### config.mk
export PLATFORM = sky130hd
export DESIGN_NAME = i2c_target_sync_flat
export DESIGN_NICKNAME = d
export VERILOG_FILES = /design/src/rtl/i2c_pkg.sv /design/src/rtl/i2c_target_sync_if.sv /design/src/rtl/i2c_line_filter.sv /design/src/rtl/i2c_target_sync.sv /design/src/flat_wrapper.sv
export SDC_FILE = /design/constraint.sdc
export NUM_CORES = 1
export LEC_CHECK = 0
export ABC_AREA = 1
export BUFFER_PORTS_ARGS = -buffer_cell sky130_fd_sc_hd__buf_2
export CAP_MARGIN = 20
export CORE_MARGIN = 4
export CORE_UTILIZATION = 57
export DETAILED_ROUTE_END_ITERATION = 7
export PLACE_DENSITY_LB_ADDON = 0.08
export SLEW_MARGIN = 0
export SYNTH_ARGS = -nofsm -noshare
export SYNTH_HDL_FRONTEND = slang
export SYNTH_SLANG_ARGS = --single-unit
### constraint.sdc
create_clock -name clk -period 2.1 [get_ports clk]
set_input_delay 0 -clock clk [delete_from_list [all_inputs] [get_ports clk]]
set_output_delay 0 -clock clk [all_outputs]
set_load 0.01 [all_outputs]
### src/rtl/i2c_pkg.sv
// rtl/i2c_pkg.sv - shared types and bus-level constants for the I2C target
package i2c_pkg;

  typedef enum logic [3:0] {
    IDLE,
    DEV_ADDR,
    ADDR_ACK,
    PTR,
    PTR_ACK,
    WR_DATA,
    WR_ACK,
    RD_DATA,
    RD_ACK,
    WAIT
  } i2c_state_e;

  localparam logic I2C_RW_WRITE = 1'b0;
  localparam logic I2C_RW_READ  = 1'b1;
  localparam logic I2C_ACK      = 1'b0;
  localparam logic I2C_NACK     = 1'b1;

endpackage

### src/rtl/i2c_target_sync_if.sv
// rtl/i2c_target_sync_if.sv - register-map port between the I2C target and the register file
interface i2c_target_sync_if #(
  parameter int REG_AW = 8
) ();

  logic [REG_AW-1:0] reg_addr;
  logic [7:0]        reg_wdata;
  logic              reg_wr;
  logic              reg_rd;
  logic [7:0]        reg_rdata;

  modport master (
    output reg_addr, reg_wdata, reg_wr, reg_rd,
    input  reg_rdata
  );

  modport slave (
    input  reg_addr, reg_wdata, reg_wr, reg_rd,
    output reg_rdata
  );

endinterface

### src/rtl/i2c_line_filter.sv
// rtl/i2c_line_filter.sv - pad synchroniser, FILTER_LEN-sample debouncer and edge pulses
module i2c_line_filter #(
  parameter int SYNC_STAGES = 2,
  parameter int FILTER_LEN  = 3
) (
  input  logic clk,
  input  logic rst,
  input  logic raw,
  output logic filt,
  output logic rise,
  output logic fall
);

  localparam int CW = $clog2(FILTER_LEN + 1);

  logic [SYNC_STAGES-1:0] sync_q;
  logic [CW-1:0]          cnt_q;
  logic                   synced;

  assign synced = sync_q[SYNC_STAGES-1];

  // Lines reset to 1 so an idle bus never produces a false edge out of reset.
  always_ff @(posedge clk) begin
    if (rst) begin
      sync_q <= '1;
      cnt_q  <= '0;
      filt   <= 1'b1;
      rise   <= 1'b0;
      fall   <= 1'b0;
    end else begin
      sync_q <= {sync_q[SYNC_STAGES-2:0], raw};
      rise   <= 1'b0;
      fall   <= 1'b0;
      if (synced == filt) begin
        cnt_q <= '0;
      end else if (cnt_q == CW'(FILTER_LEN - 1)) begin
        cnt_q <= '0;
        filt  <= synced;
        rise  <= synced;
        fall  <= ~synced;
      end else begin
        cnt_q <= cnt_q + CW'(1);
      end
    end
  end

endmodule

### src/rtl/i2c_target_sync.sv
// rtl/i2c_target_sync.sv - oversampled I2C target with auto-incrementing register pointer
// Define I2C_GENERAL_CALL_EN to ACK general-call (address 0x00, write) transfers.
module i2c_target_sync #(
  parameter int REG_AW      = 8,
  parameter int SYNC_STAGES = 2,
  parameter int FILTER_LEN  = 3
) (
  input  logic       clk,
  input  logic       rst,
  input  logic       scl_in,
  input  logic       sda_in,
  output logic       sda_oe,
  input  logic [6:0] slv_addr_in,
  output logic       busy,
  i2c_target_sync_if.master reg_if
);

  import i2c_pkg::*;

  logic scl_f, scl_rise, scl_fall;
  logic sda_f, sda_rise, sda_fall;

  i2c_line_filter #(.SYNC_STAGES(SYNC_STAGES), .FILTER_LEN(FILTER_LEN)) u_scl (
    .clk  (clk),
    .rst  (rst),
    .raw  (scl_in),
    .filt (scl_f),
    .rise (scl_rise),
    .fall (scl_fall)
  );

  i2c_line_filter #(.SYNC_STAGES(SYNC_STAGES), .FILTER_LEN(FILTER_LEN)) u_sda (
    .clk  (clk),
    .rst  (rst),
    .raw  (sda_in),
    .filt (sda_f),
    .rise (sda_rise),
    .fall (sda_fall)
  );

  i2c_state_e        state;
  logic [2:0]        bit_cnt;
  logic [7:0]        shift_q;
  logic [6:0]        addr_lat;
  logic              rw_q;
  logic              ack_on;
  logic              rd_wait;
  logic [REG_AW-1:0] reg_addr_q;
  logic [7:0]        reg_wdata_q;
  logic              reg_wr_q;
  logic              reg_rd_q;

  logic       start_det, stop_det;
  logic [7:0] rx_byte;
  logic       addr_ok;

  assign start_det = sda_fall & scl_f;
  assign stop_det  = sda_rise & scl_f;
  assign rx_byte   = {shift_q[6:0], sda_f};

  always_comb begin
    addr_ok = (rx_byte[7:1] == addr_lat);
`ifdef I2C_GENERAL_CALL_EN
    if (rx_byte[7:1] == 7'd0) addr_ok = (rx_byte[0] == I2C_RW_WRITE);
`endif
  end

  assign reg_if.reg_addr  = reg_addr_q;
  assign reg_if.reg_wdata = reg_wdata_q;
  assign reg_if.reg_wr    = reg_wr_q;
  assign reg_if.reg_rd    = reg_rd_q;

  // ACK states see two SCL falls: the first starts the ACK slot, the second ends it (ack_on).
  always_ff @(posedge clk) begin
    if (rst) begin
      state       <= IDLE;
      bit_cnt     <= 3'd7;
      shift_q     <= 8'd0;
      addr_lat    <= 7'd0;
      rw_q        <= I2C_RW_WRITE;
      ack_on      <= 1'b0;
      rd_wait     <= 1'b0;
      sda_oe      <= 1'b0;
      busy        <= 1'b0;
      reg_addr_q  <= '0;
      reg_wdata_q <= 8'd0;
      reg_wr_q    <= 1'b0;
      reg_rd_q    <= 1'b0;
    end else begin
      reg_wr_q <= 1'b0;
      reg_rd_q <= 1'b0;
      rd_wait  <= reg_rd_q;
      if (reg_wr_q) reg_addr_q <= reg_addr_q + REG_AW'(1);
      if (rd_wait)  shift_q    <= reg_if.reg_rdata;

      if (start_det) begin
        state    <= DEV_ADDR;
        bit_cnt  <= 3'd7;
        addr_lat <= slv_addr_in;
        busy     <= 1'b1;
        sda_oe   <= 1'b0;
        ack_on   <= 1'b0;
      end else if (stop_det) begin
        state  <= IDLE;
        sda_oe <= 1'b0;
        busy   <= 1'b0;
        ack_on <= 1'b0;
      end else begin
        case (state)
          DEV_ADDR, PTR, WR_DATA: begin
            if (scl_rise) begin
              shift_q <= rx_byte;
              if (bit_cnt == 3'd0) begin
                bit_cnt <= 3'd7;
                ack_on  <= 1'b0;
                if (state == DEV_ADDR) begin
                  rw_q  <= rx_byte[0];
                  state <= addr_ok ? ADDR_ACK : WAIT;
                end else if (state == PTR) begin
                  reg_addr_q <= rx_byte[REG_AW-1:0];
                  state      <= PTR_ACK;
                end else begin
                  reg_wdata_q <= rx_byte;
                  reg_wr_q    <= 1'b1;
                  state       <= WR_ACK;
                end
              end else begin
                bit_cnt <= bit_cnt - 3'd1;
              end
            end
          end
          ADDR_ACK: begin
            if (scl_fall) begin
              if (!ack_on) begin
                sda_oe <= 1'b1;
                ack_on <= 1'b1;
              end else begin
                ack_on  <= 1'b0;
                bit_cnt <= 3'd7;
                if (rw_q == I2C_RW_READ) begin
                  sda_oe <= ~shift_q[7];
                  state  <= RD_DATA;
                end else begin
                  sda_oe <= 1'b0;
                  state  <= PTR;
                end
              end
            end else if (scl_rise && ack_on && rw_q == I2C_RW_READ) begin
              reg_rd_q <= 1'b1;
            end
          end
          PTR_ACK, WR_ACK: begin
            if (scl_fall) begin
              if (!ack_on) begin
                sda_oe <= 1'b1;
                ack_on <= 1'b1;
              end else begin
                sda_oe  <= 1'b0;
                ack_on  <= 1'b0;
                bit_cnt <= 3'd7;
                state   <= WR_DATA;
              end
            end
          end
          RD_DATA: begin
            if (scl_fall) begin
              shift_q <= {shift_q[6:0], 1'b0};
              sda_oe  <= ~shift_q[6];
            end else if (scl_rise) begin
              if (bit_cnt == 3'd0) begin
                bit_cnt <= 3'd7;
                ack_on  <= 1'b0;
                state   <= RD_ACK;
              end else begin
                bit_cnt <= bit_cnt - 3'd1;
              end
            end
          end
          RD_ACK: begin
            if (scl_fall) begin
              if (!ack_on) begin
                sda_oe <= 1'b0;
                ack_on <= 1'b1;
              end else begin
                ack_on  <= 1'b0;
                bit_cnt <= 3'd7;
                sda_oe  <= ~shift_q[7];
                state   <= RD_DATA;
              end
            end else if (scl_rise && ack_on) begin
              if (sda_f == I2C_ACK) begin
                reg_addr_q <= reg_addr_q + REG_AW'(1);
                reg_rd_q   <= 1'b1;
              end else begin
                ack_on <= 1'b0;
                state  <= WAIT;
              end
            end
          end
          default: ;
        endcase
      end
    end
  end

endmodule

### src/flat_wrapper.sv
// flat-port wrapper written by rule: the top's interface ports become plain ports
module i2c_target_sync_flat import i2c_pkg::*;
#(
  parameter int REG_AW      = 8,
  parameter int SYNC_STAGES = 2,
  parameter int FILTER_LEN  = 3
)
  (clk, rst, scl_in, sda_in, sda_oe, slv_addr_in, busy, reg_if_reg_addr, reg_if_reg_wdata, reg_if_reg_wr, reg_if_reg_rd, reg_if_reg_rdata);
  i2c_target_sync_if #(.REG_AW(REG_AW)) reg_if_i ();
  input  logic clk;
  input  logic rst;
  input  logic scl_in;
  input  logic sda_in;
  output logic sda_oe;
  input  logic [6:0] slv_addr_in;
  output logic busy;
  output wire logic [$bits(reg_if_i.reg_addr)-1:0] reg_if_reg_addr;
  output wire logic [$bits(reg_if_i.reg_wdata)-1:0] reg_if_reg_wdata;
  output wire logic [$bits(reg_if_i.reg_wr)-1:0] reg_if_reg_wr;
  output wire logic [$bits(reg_if_i.reg_rd)-1:0] reg_if_reg_rd;
  input wire logic [$bits(reg_if_i.reg_rdata)-1:0] reg_if_reg_rdata;
  assign reg_if_reg_addr = reg_if_i.reg_addr;
  assign reg_if_reg_wdata = reg_if_i.reg_wdata;
  assign reg_if_reg_wr = reg_if_i.reg_wr;
  assign reg_if_reg_rd = reg_if_i.reg_rd;
  assign reg_if_i.reg_rdata = reg_if_reg_rdata;
  i2c_target_sync #(.REG_AW(REG_AW), .SYNC_STAGES(SYNC_STAGES), .FILTER_LEN(FILTER_LEN)) u_core (.clk(clk), .rst(rst), .scl_in(scl_in), .sda_in(sda_in), .sda_oe(sda_oe), .slv_addr_in(slv_addr_in), .busy(busy), .reg_if(reg_if_i));
endmodule
==> results of run 1 <==
==> layout make-up <==
type / count / area share
multi-input combinational: 315 / 0.447
sequential: 59 / 0.330
timing repair buffer: 48 / 0.0804
inverter: 56 / 0.0590
clock buffer: 12 / 0.0461
tap: 70 / 0.0245
clock inverter: 4 / 0.0133
==> synthesized netlist by cell type, drive strengths merged <==
| cell type | number | share of area |
|---|---|---|
| nor4 | 2 | 0.0041 |
| o32ai | 1 | 0.0029 |
| buf | 2 | 0.0041 |
| a21oi | 41 | 0.069 |
| o21a | 1 | 0.0025 |
| xnor2 | 3 | 0.0087 |
| clkinv | 1 | 0.0016 |
| clkbuf | 8 | 0.0099 |
| o211ai | 6 | 0.015 |
| nor3 | 3 | 0.0049 |
| nor2 | 44 | 0.062 |
| nor3b | 1 | 0.0025 |
| ha | 5 | 0.021 |
| o221ai | 2 | 0.0078 |
| nand4 | 6 | 0.012 |
| xor2 | 8 | 0.023 |
| o21ai | 40 | 0.068 |
| nand3 | 35 | 0.065 |
| inv | 55 | 0.068 |
| a31oi | 4 | 0.0082 |
| nand3b | 1 | 0.0025 |
| nand2 | 105 | 0.13 |
| or2 | 5 | 0.010 |
| a22oi | 1 | 0.0025 |
| and3 | 1 | 0.0021 |
| dfxtp | 59 | 0.39 |
==> per-stage QoR <==
stage / setup WS (ns) / cell area (sq um) / std cells / util / hold WS, ns
finish: 0.342 / 3580 / 564 / 0.697 / 0.0287
global route: 0.183 / 3580 / 564 / 0.697 / 0.0425
CTS: 0.335 / 3580 / 564 / 0.697 / 0.0171
detailed placement: 0.353 / 3280 / 539 / 0.638 / 0.185
global placement: 0.311 / 3280 / 539 / 0.638 / 0.183
floorplan: 0.668 / 3040 / 440 / - / 0.104
==> power by group through the flow <==
stage | Clock, W | Combinational (W) | Sequential (W)
floorplan | 0 | 0.00104 | 0.00137
finish | 0.00109 | 0.00140 | 0.00136
CTS | 0.00111 | 0.00138 | 0.00135
global placement | 0 | 0.00136 | 0.00137
global route | 0.00115 | 0.00158 | 0.00137
detailed placement | 0 | 0.00136 | 0.00138
==> final timing paths <==
path,startpoint,endpoint,slack [ns],cells past startpoint
setup reg to reg,u_core.u_scl.filt,u_core.reg_if.reg_wdata[5],0.34,7
setup / recovery,u_core.u_scl.filt,u_core.reg_if.reg_wdata[5],0.34,7
hold reg to reg,u_core.u_sda.sync_q[0],u_core.u_sda.sync_q[1],0.41,1
hold / removal,reg_if_reg_rdata[6],u_core.shift_q[6],0.03,5
==> state kept, by name (all words and copies together) (netlist names) <==
signal	count
u_core.u_scl.sync_q	2
u_core.shift_q	8
u_core.busy	1
u_core.addr_lat	7
u_core.reg_if.reg_addr	8
u_core.u_sda.sync_q	2
u_core.u_scl.filt	1
u_core.u_scl.rise	1
u_core.reg_if.reg_rd	1
u_core.rd_wait	1
u_core.bit_cnt	3
u_core.u_sda.cnt_q	2
u_core.state	4
u_core.u_sda.filt	1
u_core.u_sda.rise	1
u_core.reg_if.reg_wdata	8
u_core.sda_oe	1
u_core.reg_if.reg_wr	1
u_core.u_scl.cnt_q	2
u_core.u_scl.fall	1
u_core.ack_on	1
u_core.u_sda.fall	1
u_core.rw_q	1
==> cell usage in the layout (no fill, tap or decap), types with 4 or more instances in the layout <==
master,count
a21oi_1,40
a31oi_1,4
buf_2,38
clkbuf_8,12
dfxtp_1,59
dlygate4sd3_1,9
ha_1,5
inv_1,53
nand2_1,103
nand3_1,32
nand4_1,6
nor2_1,39
o211ai_1,6
o21ai_0,35
or2_2,5
xor2_1,8
==> critical path: cells and delay by family, from the launching register on <==
family / cells / cell delay (ns)
flops: 1 / 0.34
compound gates: 2 / 0.26
simple gates: 3 / 0.64
buf+inv: 2 / 0.45
==> logic make-up (layout without fill, tap and decap cells) <==
| logic type | count (synthesis) | after routing | share of synthesized area |
|---|---|---|---|
| buffers and inverters | 66 | 120 | 0.0837 |
| AO/OA/AOI/OAI | 96 | 96 | 0.176 |
| AND/OR/NAND/NOR | 203 | 203 | 0.299 |
| adder cells (fa/ha/maj) | 5 | 5 | 0.0206 |
| flip-flops | 59 | 59 | 0.389 |
| XOR/XNOR | 11 | 11 | 0.0317 |
==> layer usage <==
| layer | vias to the layer above | wire length, um | track usage |
|---|---|---|---|
| met2 | 146 | 3560 | 0.406 |
| li1 | 1540 | - | - |
| met1 | 1368 | 3480 | 0.338 |
| met5 | - | 0 | 0 |
| met3 | 13 | 644 | 0.0676 |
| met4 | 0 | 118 | 0.0811 |
==> repair_timing <==
item,4_1_cts,5_1_grt
endpoints found under the setup margin,0,0
hold buffers,9,0
endpoints found under the hold margin,9,0
==> out/results.ini, run 1 <==
[sta]
maxSlewViolCount=0
period_share=0.837
fin_skew_ns=0.00773
setup_violations=0
clock.fmax_mhz=569
period_minus_slack_ns=1.76
rsz0062_at_grt=no
worst_slew_pin_slew_ns=0.693
maxSlewHeadroom=0.537
hold_viol_final=0
tns_ns=0

[floorplan]
start_util=0.591
die_area_sq_um=6560
fp-row-count=26
coreArea_sq_um=5140
die_w_um=81.0
die_y_um=81.0
io_pins=39

[critical_path]
worstPathCellList=nand2_1 > nand2_1 > inv_1 > nand4_1 > inv_2 > o21ai_0 > a21oi_1
cpPeakStageDelay_ns=0.34
path_common_cell=nand2_1
slowest_stage=dfxtp_1
worstPathArrival_ns=2.02
crit_type=register to register
end_kind=register
cp.required_ns=2.37
cp-start-kind=register
path_max_fanout=16

[run]
maxCapViolations=0

[clock_network]
insertion_delay_ns=0.34
cts_buffers=9
cts_setup_buffers=0
clockBufferDepth=2
cts-root-buf=clkbuf_8
ctsResizeCount=0
path_clk_slew_ns=0.06
h-tree-depth=3
numClockSinks=59
cts_tree=built

[logic_synthesis]
syn_area_sq_um=3040
syn_inst=440
synth_seq_area_share=0.389
avgSynthCellArea_sq_um=6.90
syn_nets=464
ys_ff_latch=59
ys_types=38
yosysWarnings=0

[place]
hpwl_mm=5.61
place_congestion=1.05
port_buffers=38

[grt]
grt_pass1_vias=2796
grt_overflow_total=0
antenna_found_initial=0
grt_max_degree=26
track_usage=0.255
grt_pass1_wl_mm=12.9

[detailed_routing]
avgViaCountPerCell=5.44
vias=3067
drt_iter0_drc=293
first_pass_iters=5
antenna_left=0
wirelength_mm=7.81
drc=0
wl_per_cell_um=13.8

[power_and_ir_drop]
pwr_density_cell_nw_per_um2=1070
sw_frac_of_total=0.387
power.internal_w=0.00236
vdd_drop_max_uv=743
power_w=0.00385
power_frac_comb=0.363
clkPwrFrac=0.284
leakagePower_nw=1.67
p_switching_w=0.00149
pwr-share-seq=0.353

[finish]
nets=513
area_growth_pct=18.0
multi_input_area_sq_um=1600
nFillCells=452
drive_above_1_share=0.156
regArea_sq_um=1180
antenna_cells=0

[run_status]
status=completed

[min_path]
hold_class=primary input to register

No activity file was read; power rests on OpenSTA's default activity.
==> run 2, diff against run 1 <==
--- a/config.mk
+++ b/config.mk
@@ -9,7 +9,7 @@
 export BUFFER_PORTS_ARGS = -buffer_cell sky130_fd_sc_hd__buf_2
 export CAP_MARGIN = 20
 export CORE_MARGIN = 4
-export CORE_UTILIZATION = 57
+export CORE_UTILIZATION = 52
 export DETAILED_ROUTE_END_ITERATION = 7
 export PLACE_DENSITY_LB_ADDON = 0.08
 export SLEW_MARGIN = 0
==> constraint.sdc (replaced) <==
create_clock -name clk -period 1.54 [get_ports clk]
set_input_delay 0 -clock clk [delete_from_list [all_inputs] [get_ports clk]]
set_output_delay 0 -clock clk [all_outputs]
set_load 0.01 [all_outputs]
==> run 2 against run 1 <==
Net effect:
- the flow now finishes with violations (negative setup slack)
- register-to-register slack worse by 0.36 ns
- flip-flop and latch count stayed put
- total power is 54% higher
- clock skew hardly changed
- maximum frequency increased by 12%
- combinational power rose by 81%
- critical path depth grew 2
- hold slack got worse by 0.0052 ns
- setup slack got worse by 0.36 ns
- global-route usage fell by 0.60 points
- first-iteration DRC count down 11%
==> out/results.ini, run 2 (synthesis results as in run 1) <==
[sta]
worst_slack_ns=-0.0225  ; -0.365 ns
hold_viol_final=0  ; unchanged
fin_skew_ns=0.00773  ; -0.00000441 ns
setup_violations=1  ; +1
timing.hold.ws_ns=0.0236  ; -0.00516 ns
worst_slew_pin_slew_ns=0.477  ; -0.217 ns
clock.fmax_mhz=640  ; +12%
period_minus_slack_ns=1.56  ; -0.195 ns
period_share=1.01  ; +0.178
maxSlewHeadroom=0.682  ; +0.145
maxSlewViolCount=0  ; unchanged

[place]
port_buffers=38  ; unchanged
hpwl_mm=6.02  ; +7.3%
post-place-cells=582  ; +8.0%
dp_slack_ns=-0.0777  ; -0.431 ns
place_area_sq_um=3600  ; +9.8%
place_congestion=0.992  ; -5.4%

[clock_network]
clockBufferDepth=2  ; unchanged
numClockSinks=59  ; unchanged
cts-root-buf=clkbuf_8
path_clk_slew_ns=0.07  ; about the same
cts_buffers=9  ; unchanged
h-tree-depth=3  ; unchanged
insertion_delay_ns=0.34  ; about the same
cts_tree=built

[critical_path]
path_max_fanout=7  ; -9
cp.required_ns=1.81  ; -0.56 ns
end_kind=register
slowest_stage=dfxtp_4
worstPathArrival_ns=1.84  ; -0.18 ns
cpPeakStageDelay_ns=0.40  ; +0.06 ns
worstPathCellList=inv_2 > nor2_4 > nand3_4 > nor2_4 > nor2_2 > nand3_4 > buf_4 > nand2_1 > a21oi_1
crit_type=register to register
cp-start-kind=register

[detailed_routing]
first_pass_iters=5  ; unchanged
drc=0  ; unchanged
wirelength_mm=8.97  ; +15%
wl_per_cell_um=14.6  ; +5.4%
drt_iter0_drc=262  ; -11%
antenna_left=0  ; unchanged
vias=3393  ; +11%
avgViaCountPerCell=5.52  ; +1.5%

[finish]
fin_area_sq_um=4180  ; +17%
drive_above_1_share=0.309  ; +0.154
layout_commonest_cell=nand2_1
stdcell_count=615  ; +9.0%
area_growth_pct=37.7
antenna_cells=0  ; unchanged
nets=563  ; +9.7%
layout_common_cells=nand2_1, dfxtp_1, inv_1

[floorplan]
coreArea_sq_um=5570  ; +8.4%
die_area_sq_um=7120  ; +8.6%
die_y_um=84.4  ; +4.2%
io_pins=39  ; unchanged
die_w_um=84.4  ; +4.2%
fp-row-count=27  ; +3.8%
start_util=0.545  ; -0.0460

[grt]
grt_max_degree=23  ; -12%
grt_pass1_vias=3028  ; +8.3%
antenna_found_initial=0  ; unchanged
grt_pass1_wl_mm=14.3  ; +11%
grt_overflow_total=0  ; unchanged
track_usage=0.249  ; -0.00597

[run_status]
status=finished, violations left
violations=negative setup slack

[power_and_ir_drop]
leakagePower_nw=1.93  ; +15%
pwr_density_cell_nw_per_um2=1410  ; +32%
power_w=0.00591  ; +54%
vdd_drop_max_uv=745  ; +0.23%

[min_path]
hold_class=primary input to register

[run]
maxCapViolations=0  ; unchanged

==> run 2: worst max-delay path: cells and delay by family (launching register included) <==
kind	cells	cell delay, ns
compound gates	1	0.14
buf+inv	2	0.19
flops	1	0.40
simple gates	6	0.76
==> run 2: timing repair <==
action,in CTS,in global routing
resized for setup,13,57
pin swaps,1,12
cloned,1,0
hold buffers,10,0
endpoints found under the setup margin,24,33
buffers inserted,1,6
endpoints found under the hold margin,10,0
==> run 2: area by class of cell <==
| cell class | count | area [sq um] |
|---|---|---|
| flip-flops and latches | 59 | 1200 |
| well taps | 72 | 90.1 |
| clock inverters | 4 | 50.0 |
| inverters | 56 | 220 |
| repair inverters | 1 | 7.51 |
| multi-input cells | 315 | 1780 |
| clock buffers | 11 | 151 |
| fillers | 426 | 1400 |
| repair buffers | 97 | 678 |
==> run 2: routing by layer <==
layer	track usage	share of wire
met1	0.338	0.44
met2	0.399	0.47
met3	0.0353	0.072
met4	0.104	0.025
met5	0	0
==> run 2: report_power, final <==
group	internal [W]	switching (W)	leakage [nW]
clock	0.000823	0.000650	0.0974
sequential	0.00171	0.000201	0.482
combinational	0.00104	0.00149	1.35
==> run 2: final timing paths <==
| check | from | endpoint | slack [ns] | cells after the start |
|---|---|---|---|---|
| worst min register to register | u_core.u_scl.sync_q[0] | u_core.u_scl.sync_q[1] | 0.41 | 1 |
| worst max-delay path | u_core.state[3] | u_core.ack_on | -0.02 | 9 |
| worst max register to register | u_core.state[3] | u_core.ack_on | -0.02 | 9 |
| worst min-delay path | reg_if_reg_rdata[6] | u_core.shift_q[6] | 0.02 | 5 |
==> run 2: metrics by stage <==
stage	util	setup TNS [ns]
after global routing	0.750	-0.518
after CTS	0.708	-0.00310
after detailed placement	0.646	-0.525
after floorplan	-	0
after global placement	0.646	-0.476
final	0.750	-0.0225
